File: src/rtl/piano_pkg.sv
// piano_pkg: shared constants for the electronic piano.
//   - note frequency table (middle octave) and half_period() helper
//   - octave encodings, note selection struct
//   - active-low 7-seg glyphs {dp,g,f,e,d,c,b,a}
//   - demo song ROM (only referenced when DEMO_SONG_EN is defined)
package piano_pkg;

  typedef enum logic [1:0] {
    OCT_OFF  = 2'b00,
    OCT_LOW  = 2'b01,
    OCT_MID  = 2'b10,
    OCT_HIGH = 2'b11
  } octave_e;

  // Active note: oct = 0 or note = 0 means silence.
  typedef struct packed {
    logic [1:0] oct;
    logic [2:0] note;
  } note_t;

  localparam int unsigned NOTE_HZ [1:7] = '{262, 294, 330, 349, 392, 440, 494};

  // floor(clk / (2 * f_oct)) with f_oct = f * {0.5, 1, 2}; the 0.5 factor
  // cancels the 2, which keeps odd middle frequencies (349 Hz) exact.
  function automatic int unsigned half_period(input int unsigned clk_hz,
                                              input int unsigned note,
                                              input int unsigned oct);
    int unsigned f;
    f = NOTE_HZ[note];
    case (oct)
      1:       return clk_hz / f;
      2:       return clk_hz / (2 * f);
      default: return clk_hz / (4 * f);
    endcase
  endfunction

  // Index 0..7 -> glyph for digit 0..7.
  localparam logic [7:0] SEG_DIGIT [8] = '{8'hC0, 8'hF9, 8'hA4, 8'hB0,
                                           8'h99, 8'h92, 8'h82, 8'hF8};
  localparam logic [7:0] SEG_DASH  = 8'hBF;
  localparam logic [7:0] SEG_BLANK = 8'hFF;

  // Twinkle twinkle, middle octave, {oct, note}; all-zero entries are rests.
  localparam logic [4:0] DEMO_ROM [16] = '{
    5'b10_001, 5'b10_001, 5'b10_101, 5'b10_101,
    5'b10_110, 5'b10_110, 5'b10_101, 5'b00_000,
    5'b10_100, 5'b10_100, 5'b10_011, 5'b10_011,
    5'b10_010, 5'b10_010, 5'b10_001, 5'b00_000
  };

endpackage

File: src/rtl/piano_tone_gen.sv
// piano_tone_gen: square-wave generator for one note/octave.
//   clk, rst  : clock, synchronous active-high reset
//   note      : 1..7 (0 = silent)
//   octave    : 1..3 (0 = silent)
//   beep      : square wave, toggles every half_period cycles
// A change of note/octave restarts the period with beep low.
module piano_tone_gen
  import piano_pkg::*;
#(
  parameter int CLK_HZ = 10_000_000
) (
  input  logic       clk,
  input  logic       rst,
  input  logic [2:0] note,
  input  logic [1:0] octave,
  output logic       beep
);

  // Longest half period is the lowest note in the low octave.
  localparam int CW = $clog2(half_period(CLK_HZ, 1, 1) + 1);

  // Constant half-period table; each entry folds at elaboration.
  logic [CW-1:0] hp_tab [8][4];
  for (genvar n = 0; n < 8; n++) begin : g_note
    for (genvar o = 0; o < 4; o++) begin : g_oct
      if (n == 0 || o == 0) begin : g_off
        assign hp_tab[n][o] = '0;
      end else begin : g_on
        assign hp_tab[n][o] = CW'(half_period(CLK_HZ, n, o));
      end
    end
  end

  logic [CW-1:0] cnt, hp;
  logic [4:0]    prev;
  logic          silent;

  assign hp     = hp_tab[note][octave];
  assign silent = (note == 3'd0) || (octave == 2'd0);

  always_ff @(posedge clk) begin
    if (rst) begin
      cnt  <= '0;
      beep <= 1'b0;
      prev <= '0;
    end else begin
      prev <= {note, octave};
      if (silent || ({note, octave} != prev)) begin
        cnt  <= '0;
        beep <= 1'b0;
      end else if (cnt == hp - 1'b1) begin
        cnt  <= '0;
        beep <= ~beep;
      end else begin
        cnt <= cnt + 1'b1;
      end
    end
  end

endmodule

File: src/rtl/electronic_piano.sv
// electronic_piano: 7-key, 3-octave piano top level.
//   sysclk, rst : clock, synchronous active-high reset
//   tone        : octave select (00 silent, 01 low, 10 mid, 11 high)
//   yinfu       : note keys do..si, lowest set bit wins
//   switch      : 0 free play, 1 demo song (silence unless DEMO_SONG_EN)
//   led_row     : dot-matrix row select, active-low
//   Gled_col    : green columns, one-hot note
//   Rled_col    : red column 7 lit on rows below the octave number
//   SMG, SMG_CS : 7-seg segments / digit select, both active-low
//   BEEP        : buzzer square wave
// Build option: define DEMO_SONG_EN to play the ROM song when switch = 1.
module electronic_piano
  import piano_pkg::*;
#(
  parameter int CLK_HZ  = 10_000_000,
`ifdef DEMO_SONG_EN
  parameter int DEMO_MS = 250,
`endif
  parameter int SCAN_HZ = 1_000
) (
  input  logic       sysclk,
  input  logic       rst,
  input  logic [1:0] tone,
  input  logic [6:0] yinfu,
  input  logic       switch,
  output logic [7:0] led_row,
  output logic [7:0] Gled_col,
  output logic [7:0] Rled_col,
  output logic [7:0] SMG,
  output logic [7:0] SMG_CS,
  output logic       BEEP
);

  localparam int SCAN_DIV = CLK_HZ / SCAN_HZ;
  localparam int SW       = $clog2(SCAN_DIV);

  // Two-flop input synchronizer.
  logic [1:0] tone_s1, tone_s2;
  logic [6:0] yinfu_s1, yinfu_s2;
  logic       sw_s1, sw_s2;

  always_ff @(posedge sysclk) begin
    if (rst) begin
      {tone_s1, tone_s2}   <= '0;
      {yinfu_s1, yinfu_s2} <= '0;
      {sw_s1, sw_s2}       <= '0;
    end else begin
      tone_s1  <= tone;   tone_s2  <= tone_s1;
      yinfu_s1 <= yinfu;  yinfu_s2 <= yinfu_s1;
      sw_s1    <= switch; sw_s2    <= sw_s1;
    end
  end

  // Key decode: scan high to low so the lowest pressed key is written last.
  note_t key_sel, sel;
  always_comb begin
    key_sel = '0;
    for (int i = 6; i >= 0; i--)
      if (yinfu_s2[i]) key_sel.note = 3'(i + 1);
    if (key_sel.note != 3'd0 && tone_s2 != OCT_OFF) key_sel.oct = tone_s2;
    else                                             key_sel     = '0;
  end

`ifdef DEMO_SONG_EN
  localparam int DEMO_DIV = (CLK_HZ / 1000) * DEMO_MS;
  localparam int DW       = $clog2(DEMO_DIV);

  logic [DW-1:0] demo_cnt;
  logic [3:0]    demo_idx;

  // Song restarts from entry 0 each time demo mode is entered.
  always_ff @(posedge sysclk) begin
    if (rst || !sw_s2) begin
      demo_cnt <= '0;
      demo_idx <= '0;
    end else if (demo_cnt == DW'(DEMO_DIV - 1)) begin
      demo_cnt <= '0;
      demo_idx <= demo_idx + 1'b1;
    end else begin
      demo_cnt <= demo_cnt + 1'b1;
    end
  end

  assign sel = sw_s2 ? note_t'(DEMO_ROM[demo_idx]) : key_sel;
`else
  assign sel = sw_s2 ? note_t'('0) : key_sel;
`endif

  logic silent;
  assign silent = (sel.note == 3'd0) || (sel.oct == 2'd0);

  piano_tone_gen #(.CLK_HZ(CLK_HZ)) u_tone (
    .clk    (sysclk),
    .rst    (rst),
    .note   (silent ? 3'd0 : sel.note),
    .octave (silent ? 2'd0 : sel.oct),
    .beep   (BEEP)
  );

  // Shared row/digit scan.
  logic [SW-1:0] scan_cnt;
  logic [2:0]    scan_idx;

  always_ff @(posedge sysclk) begin
    if (rst) begin
      scan_cnt <= '0;
      scan_idx <= '0;
    end else if (scan_cnt == SW'(SCAN_DIV - 1)) begin
      scan_cnt <= '0;
      scan_idx <= scan_idx + 1'b1;
    end else begin
      scan_cnt <= scan_cnt + 1'b1;
    end
  end

  logic [7:0] seg_next;
  always_comb begin
    seg_next = SEG_BLANK;
    case (scan_idx)
      3'd0:    seg_next = silent ? SEG_DASH : SEG_DIGIT[sel.note];
      3'd1:    seg_next = silent ? SEG_DASH : SEG_DIGIT[{1'b0, sel.oct}];
      default: seg_next = SEG_BLANK;
    endcase
  end

  // Display outputs are registered so reset values are exact.
  always_ff @(posedge sysclk) begin
    if (rst) begin
      led_row  <= 8'hFF;
      Gled_col <= 8'h00;
      Rled_col <= 8'h00;
      SMG      <= 8'hFF;
      SMG_CS   <= 8'hFE;
    end else begin
      led_row  <= ~(8'b1 << scan_idx);
      Gled_col <= silent ? 8'h00 : (8'b1 << (sel.note - 3'd1));
      Rled_col <= {(!silent && (scan_idx < {1'b0, sel.oct})), 7'b0};
      SMG      <= seg_next;
      SMG_CS   <= ~(8'b1 << scan_idx);
    end
  end

endmodule

File: config.mk
export PLATFORM = sky130hd
export DESIGN_NAME = electronic_piano
export DESIGN_NICKNAME = d
export VERILOG_FILES = /design/src/rtl/piano_pkg.sv /design/src/rtl/piano_tone_gen.sv /design/src/rtl/electronic_piano.sv
export SDC_FILE = /design/constraint.sdc
export NUM_CORES = 1
export LEC_CHECK = 0
export BUFFER_PORTS_ARGS = -buffer_cell sky130_fd_sc_hd__buf_4
export CORE_MARGIN = 2
export CORE_UTILIZATION = 40
export CTS_BUF_LIST = sky130_fd_sc_hd__clkbuf_8
export CTS_CLUSTER_DIAMETER = 120
export CTS_CLUSTER_SIZE = 14
export DETAILED_ROUTE_END_ITERATION = 16
export GPL_ROUTABILITY_DRIVEN = 0
export SLEW_MARGIN = 20
export SYNTH_ARGS = -nofsm -noshare
export SYNTH_HDL_FRONTEND = slang
export SYNTH_HIERARCHICAL = 1
export SYNTH_SLANG_ARGS = --single-unit
File: constraint.sdc
create_clock -name sysclk -period 7.4 [get_ports sysclk]
set_input_delay 1.11 -clock sysclk [delete_from_list [all_inputs] [get_ports sysclk]]
set_output_delay 1.11 -clock sysclk [all_outputs]
set_load 0.02 [all_outputs]
# Word level (Yosys, flattened, before mapping)
# Memories as Yosys holds them, arrays and structs flattened.
# Index checks and enable logic that the tools add are counted.
[word_totals] output_inout_bits=41 reg_bits=99 mem_bits_ro=640 inputBits=12 mem_count=3
[op_classes] bitwise=6 n_mux=24 n_addsub=5 n_shift=2 reduce_logical=17 eq_ne=4 magnitude_cmp=5
[memory_table] memory="(name not given)" depth=8 word_bits=64 rd=1 rd_clocked_by_memory_dff=0 write_ports=0 line_no="piano_tone_gen.sv:38" text="assign hp = hp_tab[note][octave];"
[memory_table] memory="(name not given)" depth=8 word_bits=8 rd=1 rd_clocked_by_memory_dff=0 write_ports=0 line_no="electronic_piano.sv:121" text="3'd1: seg_next = silent ? SEG_DASH : SEG_DIGIT[{1'b0, sel.oct}];"
[memory_table] memory="(name not given)" depth=8 word_bits=8 rd=1 rd_clocked_by_memory_dff=0 write_ports=0 line_no="electronic_piano.sv:120" text="3'd0: seg_next = silent ? SEG_DASH : SEG_DIGIT[sel.note];"
[ops] cell="$mux 64" n=2
[ops] cell="$mux 8" n=6
[ops] cell="$bmux 16 s2" n=1
[ops] cell="$mux 16" n=2
[ops] cell="$mux 3" n=9
[ops] cell="$add 16x1->16 const B" n=1
[ops] cell="$eq 16x16->1" n=1
[ops] cell="$pmux 8 s2" n=1
[ops] cell="$shl 1x3->8 const A" n=2
[ops] cell="$sub 16x1->16 const B" n=1
[ops] cell="$add 14x1->14 const B" n=1
[ops] cell="$eq 14x14->1 const B" n=1
[ops] cell="$ge 4x4->1 const B" n=3
[ops] cell="$logic_not 3->1" n=3
[ops] cell="$not 3->4" n=2
[ops] cell="$not 8->8" n=1
[ops] cell="$reduce_or 2->1" n=3
[ops] cell="$mux 5" n=1
[ops] cell="$ne 5x5->1" n=1
[ops] cell="$logic_not 2->1" n=2
[ops] cell="$mux 2" n=2
[ops] cell="$not 2->4" n=1
[ops] cell="$add 3x1->3 const B" n=1
[ops] cell="$eq 3x1->1 const B" n=1
[ops] cell="11 further kinds" n=14

# Logic depth before layout (Yosys ltp)
[logic_depth] word_depth=24 mapped_depth=25 depth_no_buf=21

# Hierarchy
# The synthesis kept the hierarchy.
[by_module_without_submodules] mod="electronic_piano" cells_per_inst=268 instances=1 seq_area_each_um2=1241.2 area_each_um2=2571.2
[by_module_without_submodules] mod="piano_tone_gen" cells_per_inst=294 instances=1 seq_area_each_um2=440.4 area_each_um2=2274.7

# Worst setup path after synthesis
# No wires, ideal clock.
[synth_path] kind="reg-to-reg" from="register yinfu_s2[2]" to="register u_tone.cnt[11]" arrival_time_ns=5.060 stages_incl_launch_ff=21 path_slack_ns=2.226 setup_time_ns=0.115 path_buffers=2 cell_sequence="dfxtp_1 -> or2_2 -> nor4_1 -> inv_1 -> ha_1 -> buf_1 -> nor3_1 -> inv_1 -> ha_1 -> mux2_2 -> o221ai_1 -> inv_1 -> ha_1 -> nand4_1 -> a211oi_2 -> or4_1 -> o21ai_0 -> o2111ai_1 -> o21bai_2 -> buf_4 -> nor2_1"
[synth_via] elab_chain_len=20 elab_cells_between_ends=29 classes_between="add/sub: 1; eq/ne: 2; mux: 13; bitwise: 2; reduce/logical: 10; memory: 1"
[synth_rtl] item="from (decl)" line_no="electronic_piano.sv:39" text="logic [6:0] yinfu_s1, yinfu_s2;"
[synth_rtl] item="from (signal assigned)" line_no="electronic_piano.sv:49" text="yinfu_s1 <= yinfu; yinfu_s2 <= yinfu_s1;"
[synth_rtl] item="$mux 3 * (3 in a row)" line_no="electronic_piano.sv:59" text="if (yinfu_s2[i]) key_sel.note = 3'(i + 1);"
[synth_rtl] item="$reduce_bool 3->1" line_no="electronic_piano.sv:60" text="if (key_sel.note != 3'd0 && tone_s2 != OCT_OFF) key_sel.oct = tone_s2;"
[synth_rtl] item="$logic_and 1x1->1" line_no="electronic_piano.sv:60"
[synth_rtl] item="$mux 3 or $mux 2 (tied branches)" line_no="electronic_piano.sv:60"
[synth_rtl] item="$mux 5 *" line_no="electronic_piano.sv:86" text="assign sel = sw_s2 ? note_t'('0) : key_sel;"
[synth_rtl] item="$logic_not 3->1 or $logic_not 2->1 (tied branches)" line_no="electronic_piano.sv:90" text="assign silent = (sel.note == 3'd0) || (sel.oct == 2'd0);"
[synth_rtl] item="$logic_or 1x1->1" line_no="electronic_piano.sv:90"
[synth_rtl] item="$mux 3" line_no="electronic_piano.sv:95" text=".note (silent ? 3'd0 : sel.note),"
[synth_rtl] item="$not 3->4 (not written as such)" line_no="piano_tone_gen.sv:38"
[synth_rtl] item="$mem_v2 8x64"
[synth_rtl] item="$mux 64 (not written as such) (2 in a row)" line_no="piano_tone_gen.sv:38"
[synth_rtl] item="$bmux 16 s2" line_no="piano_tone_gen.sv:38"
[synth_rtl] item="$mux 16 (not written as such) (2 in a row)" line_no="piano_tone_gen.sv:38"
[synth_rtl] item="$sub 16x1->16" line_no="piano_tone_gen.sv:51" text="end else if (cnt == hp - 1'b1) begin"
[synth_rtl] item="$eq 16x16->1" line_no="piano_tone_gen.sv:51"
[synth_rtl] item="$reduce_or 3->1 (no source line) *"
[synth_rtl] item="to (signal assigned)" line_no="piano_tone_gen.sv:55" text="cnt <= cnt + 1'b1;"
[synth_rtl] item="to (decl)" line_no="piano_tone_gen.sv:34" text="logic [CW-1:0] cnt, hp;"
# Every way passes the cells marked *; elsewhere a longest branch is shown, timed or not. The select of a mux whose other input is x is not followed.
# A chain may end at the register's enable or synchronous reset.

# Final worst setup path
[layout_path] from="register yinfu_s2[2]" to="register u_tone.cnt[7]"
# Same word-level chain as after synthesis.

==> impl_metrics.env <==
export IMPL_outcome="finished clean"
export IMPL_drive_above_1_share_pct=15.8
export IMPL_antenna_cells=0
export IMPL_clockBufferDepth=2
export IMPL_synth_avg_cell_area_sq_um=8.62
export IMPL_r2r_start="yinfu_s2[2]$_SDFF_PP0_"
export IMPL_cts_setup_buffers=0
export IMPL_tightest_slew_ps=895
export IMPL_hold_class="flop to flop"
export IMPL_drv_slew=0
export IMPL_die_h_um=114
export IMPL_setup_violations=0
export IMPL_utilization_pct=45.1
export IMPL_synth_edf_count=0
export IMPL_critPathRequiredTime_ps=7620
export IMPL_placed_area_sq_mm=0.00518
export IMPL_dpl_hpwl_um=7690
export IMPL_cts_tree="done"
export IMPL_areaGrowthSynthToFinish_pct=10.8
export IMPL_place_inst=726
export IMPL_ios=53
export IMPL_avgRoutedWirePerCell_um=14.1
export IMPL_ant_nets=0
export IMPL_cts_resized=0
export IMPL_drt_iter0_drc=261
export IMPL_clkSinkCount=84
export IMPL_fin_area_sq_mm=0.00537
export IMPL_grt_antenna_before_repair=0
export IMPL_relSlewSlack_pct=39.8
export IMPL_numCtsBuffers=9
export IMPL_timing_rr_end="u_tone/cnt[7]$_SDFF_PP0_"
export IMPL_min_path_cells=1
export IMPL_crit_path_start_kind="flop"
export IMPL_yosysWarnings=6
export IMPL_grt_start_max_net_pins=41
export IMPL_netlist_area_sq_mm=0.00485
export IMPL_initial_core_util_pct=40.7
export IMPL_first_pass_iters=4
export IMPL_fin_crit_ps=6000
export IMPL_hold_viol=0
export IMPL_yosys_most_used_dff="dfxtp_1"
export IMPL_final_setup_skew_ps=8.60
export IMPL_ir_drop_v=0.000102
export IMPL_setup_tns_ps=0
export IMPL_row_count=40
export IMPL_drc=0
export IMPL_clk_latency_ps=360
export IMPL_ys_seq_area_share_pct=34.7
export IMPL_grt_usage_pct=16.8
export IMPL_critPathCaptureType="flop"
export IMPL_grt_pass1_wl_um=17900
export IMPL_period_share_pct=81.1
export IMPL_worstHoldEndpoint="yinfu_s2[6]$_SDFF_PP0_"
export IMPL_via_count=3941
export IMPL_fillCellCount=1188
export IMPL_final_common_cell="dfxtp_1"
export IMPL_worstRegToRegCells=19
export IMPL_min_from="yinfu_s1[6]$_SDFF_PP0_"
export IMPL_portBuffers=44
export IMPL_die_area_sq_mm=0.0130
export IMPL_ys_seq_elements=84
export IMPL_arrival_ps=6220
export IMPL_clkTransAtPathRegs_ps=90
export IMPL_synthCells=562
export IMPL_fp_coreArea_sq_mm=0.0119
export IMPL_pwr_density_cell_mw_per_mm2=155
export IMPL_crit_fanout=40
export IMPL_grt_overflow_total=0
export IMPL_wirelength_um=10400
export IMPL_rsz0062_at_grt="false"
export IMPL_grt_pass1_vias=3784
export IMPL_p_leak_nw=1.94
export IMPL_rrSetupSlack_ps=1400
export IMPL_fin_cells=742
export IMPL_hold_buffers=0
export IMPL_mostFrequentLayoutCells="84 x dfxtp_1, 69 x nor2_1, 49 x buf_4"
export IMPL_timing_fmax_mhz=167
export IMPL_dp_slack_ps=1610
export IMPL_fin_ws_ps=1400
export IMPL_drv_cap=0
export IMPL_vias_per_cell=5.31
export IMPL_yosysUniqueCellTypes=76
export IMPL_ys_async_sr_fraction_pct=0
export IMPL_htree_levels=3
export IMPL_criticalPathCategory="flop to flop"
export IMPL_dieWidth_um=114
export IMPL_clockRootBuffer="clkbuf_8"
export IMPL_layout_nets=626
metal layers:
metal | part of all wire (%) | vias to the layer above | GRT usage, %
met1 | 45 | 1838 | 21.2
met5 | 0 | - | 0
met2 | 49 | 90 | 28.5
met3 | 3.4 | 23 | 3.12
li1 | - | 1990 | -
met4 | 2.4 | 0 | 6.67
flip-flops by register name, summed over array words and instances (netlist names):
register and cells:
u_tone/cnt 16, scan_cnt 14, Gled_col 8, led_row 8, SMG 7, yinfu_s1 7, yinfu_s2 7, u_tone/prev 5
scan_idx 3, tone_s1 2, tone_s2 2, Rled_col 1, SMG_CS 1, sw_s1 1, sw_s2 1, u_tone/beep 1
cell usage after synthesis, types with 3 or more instances:
library cell / instances / area (sq um)
or2_2: 5 / 31.3
nor2b_1: 31 / 194
dfxtp_1: 84 / 1680
mux2_2: 3 / 33.8
nand4_1: 10 / 62.6
o2111ai_1: 3 / 26.3
xor2_1: 18 / 158
o221ai_1: 9 / 78.8
and2_1: 6 / 37.5
or3_1: 6 / 37.5
nand3_1: 23 / 115
o211ai_1: 5 / 37.5
a21oi_1: 9 / 45.0
o21ai_0: 13 / 65.1
mux2i_1: 4 / 40.0
nor3_1: 15 / 75.1
buf_2: 8 / 40.0
inv_1: 22 / 82.6
o21a_1: 3 / 22.5
xnor2_1: 31 / 272
o211a_1: 4 / 40.0
nand2b_1: 11 / 68.8
clkbuf_1: 6 / 22.5
ha_1: 24 / 300
nor4_1: 8 / 50.1
nor4b_1: 3 / 26.3
nand3b_1: 3 / 22.5
nor2_1: 70 / 263
buf_4: 20 / 150
a211oi_1: 4 / 30.0
nand2_1: 38 / 143
nor2_2: 4 / 25.0
critical path, cell delays in order, from the launching register on:
cell,delay (ps)
dfxtp_1,360
or2_2,340
nor4_1,750
inv_1,100
ha_1,320
nor2_1,160
o21ai_0,210
nor2_2,140
buf_4,370
nand2b_1,420
o221ai_1,320
inv_1,120
ha_1,180
nand4_1,180
a211oi_2,440
nor4bb_1,370
a221o_1,200
o2111ai_1,170
o21bai_2,580
nor2_1,120
metrics by stage:
step / hold WS (ps) / power [mW]
floorplan: 414 / 0.521
global placement: 422 / 0.533
detailed placement: 422 / 0.534
CTS: 445 / 0.851
global route: 466 / 0.878
finish: 443 / 0.835
kinds of logic after synthesis:
family,count (synthesis),share of synthesized area (%)
muxes,10,2.69
other,2,0.155
xor gates and xnor gates,49,8.86
AOI/OAI and AO/OA,85,13.7
DFF,84,34.7
and+or+nand+nor,247,26.7
buffers and inverters,61,6.97
adders and majority gates,24,6.20
worst max-delay path by stage:
| stage | start | endpoint | slack [ps] |
|---|---|---|---|
| after floorplan | yinfu_s2[2]$_SDFF_PP0_ | u_tone/cnt[11]$_SDFF_PP0_ | 2230 |
| after global placement | yinfu_s2[2]$_SDFF_PP0_ | u_tone/cnt[11]$_SDFF_PP0_ | 1820 |
| after detailed placement | yinfu_s2[2]$_SDFF_PP0_ | u_tone/cnt[15]$_SDFF_PP0_ | 1610 |
| after CTS | yinfu_s2[2]$_SDFF_PP0_ | u_tone/cnt[7]$_SDFF_PP0_ | 1530 |
| after global routing | yinfu_s2[2]$_SDFF_PP0_ | u_tone/cnt[7]$_SDFF_PP0_ | 850 |
| final | yinfu_s2[2]$_SDFF_PP0_ | u_tone/cnt[7]$_SDFF_PP0_ | 1400 |
layout make-up:
| class | instances | area [sq um] | share of cell area, % |
|---|---|---|---|
| Multi-Input combinational cell | 423 | 2860 | 53.3 |
| Clock buffer | 9 | 124 | 2.31 |
| Inverter | 23 | 86.3 | 1.61 |
| Tap cell | 147 | 184 | 3.42 |
| Clock inverter | 7 | 63.8 | 1.19 |
| Sequential cell | 84 | 1680 | 31.3 |
| Timing Repair Buffer | 49 | 368 | 6.85 |
where the power goes:
part	leakage (nW)	internal, mW	switching [mW]
Combinational	1.17	0.0229	0.0365
Sequential	0.683	0.460	0.00464
Clock	0.0903	0.129	0.182
Total	1.94	0.612	0.223
(Power assumes the default switching activity.)
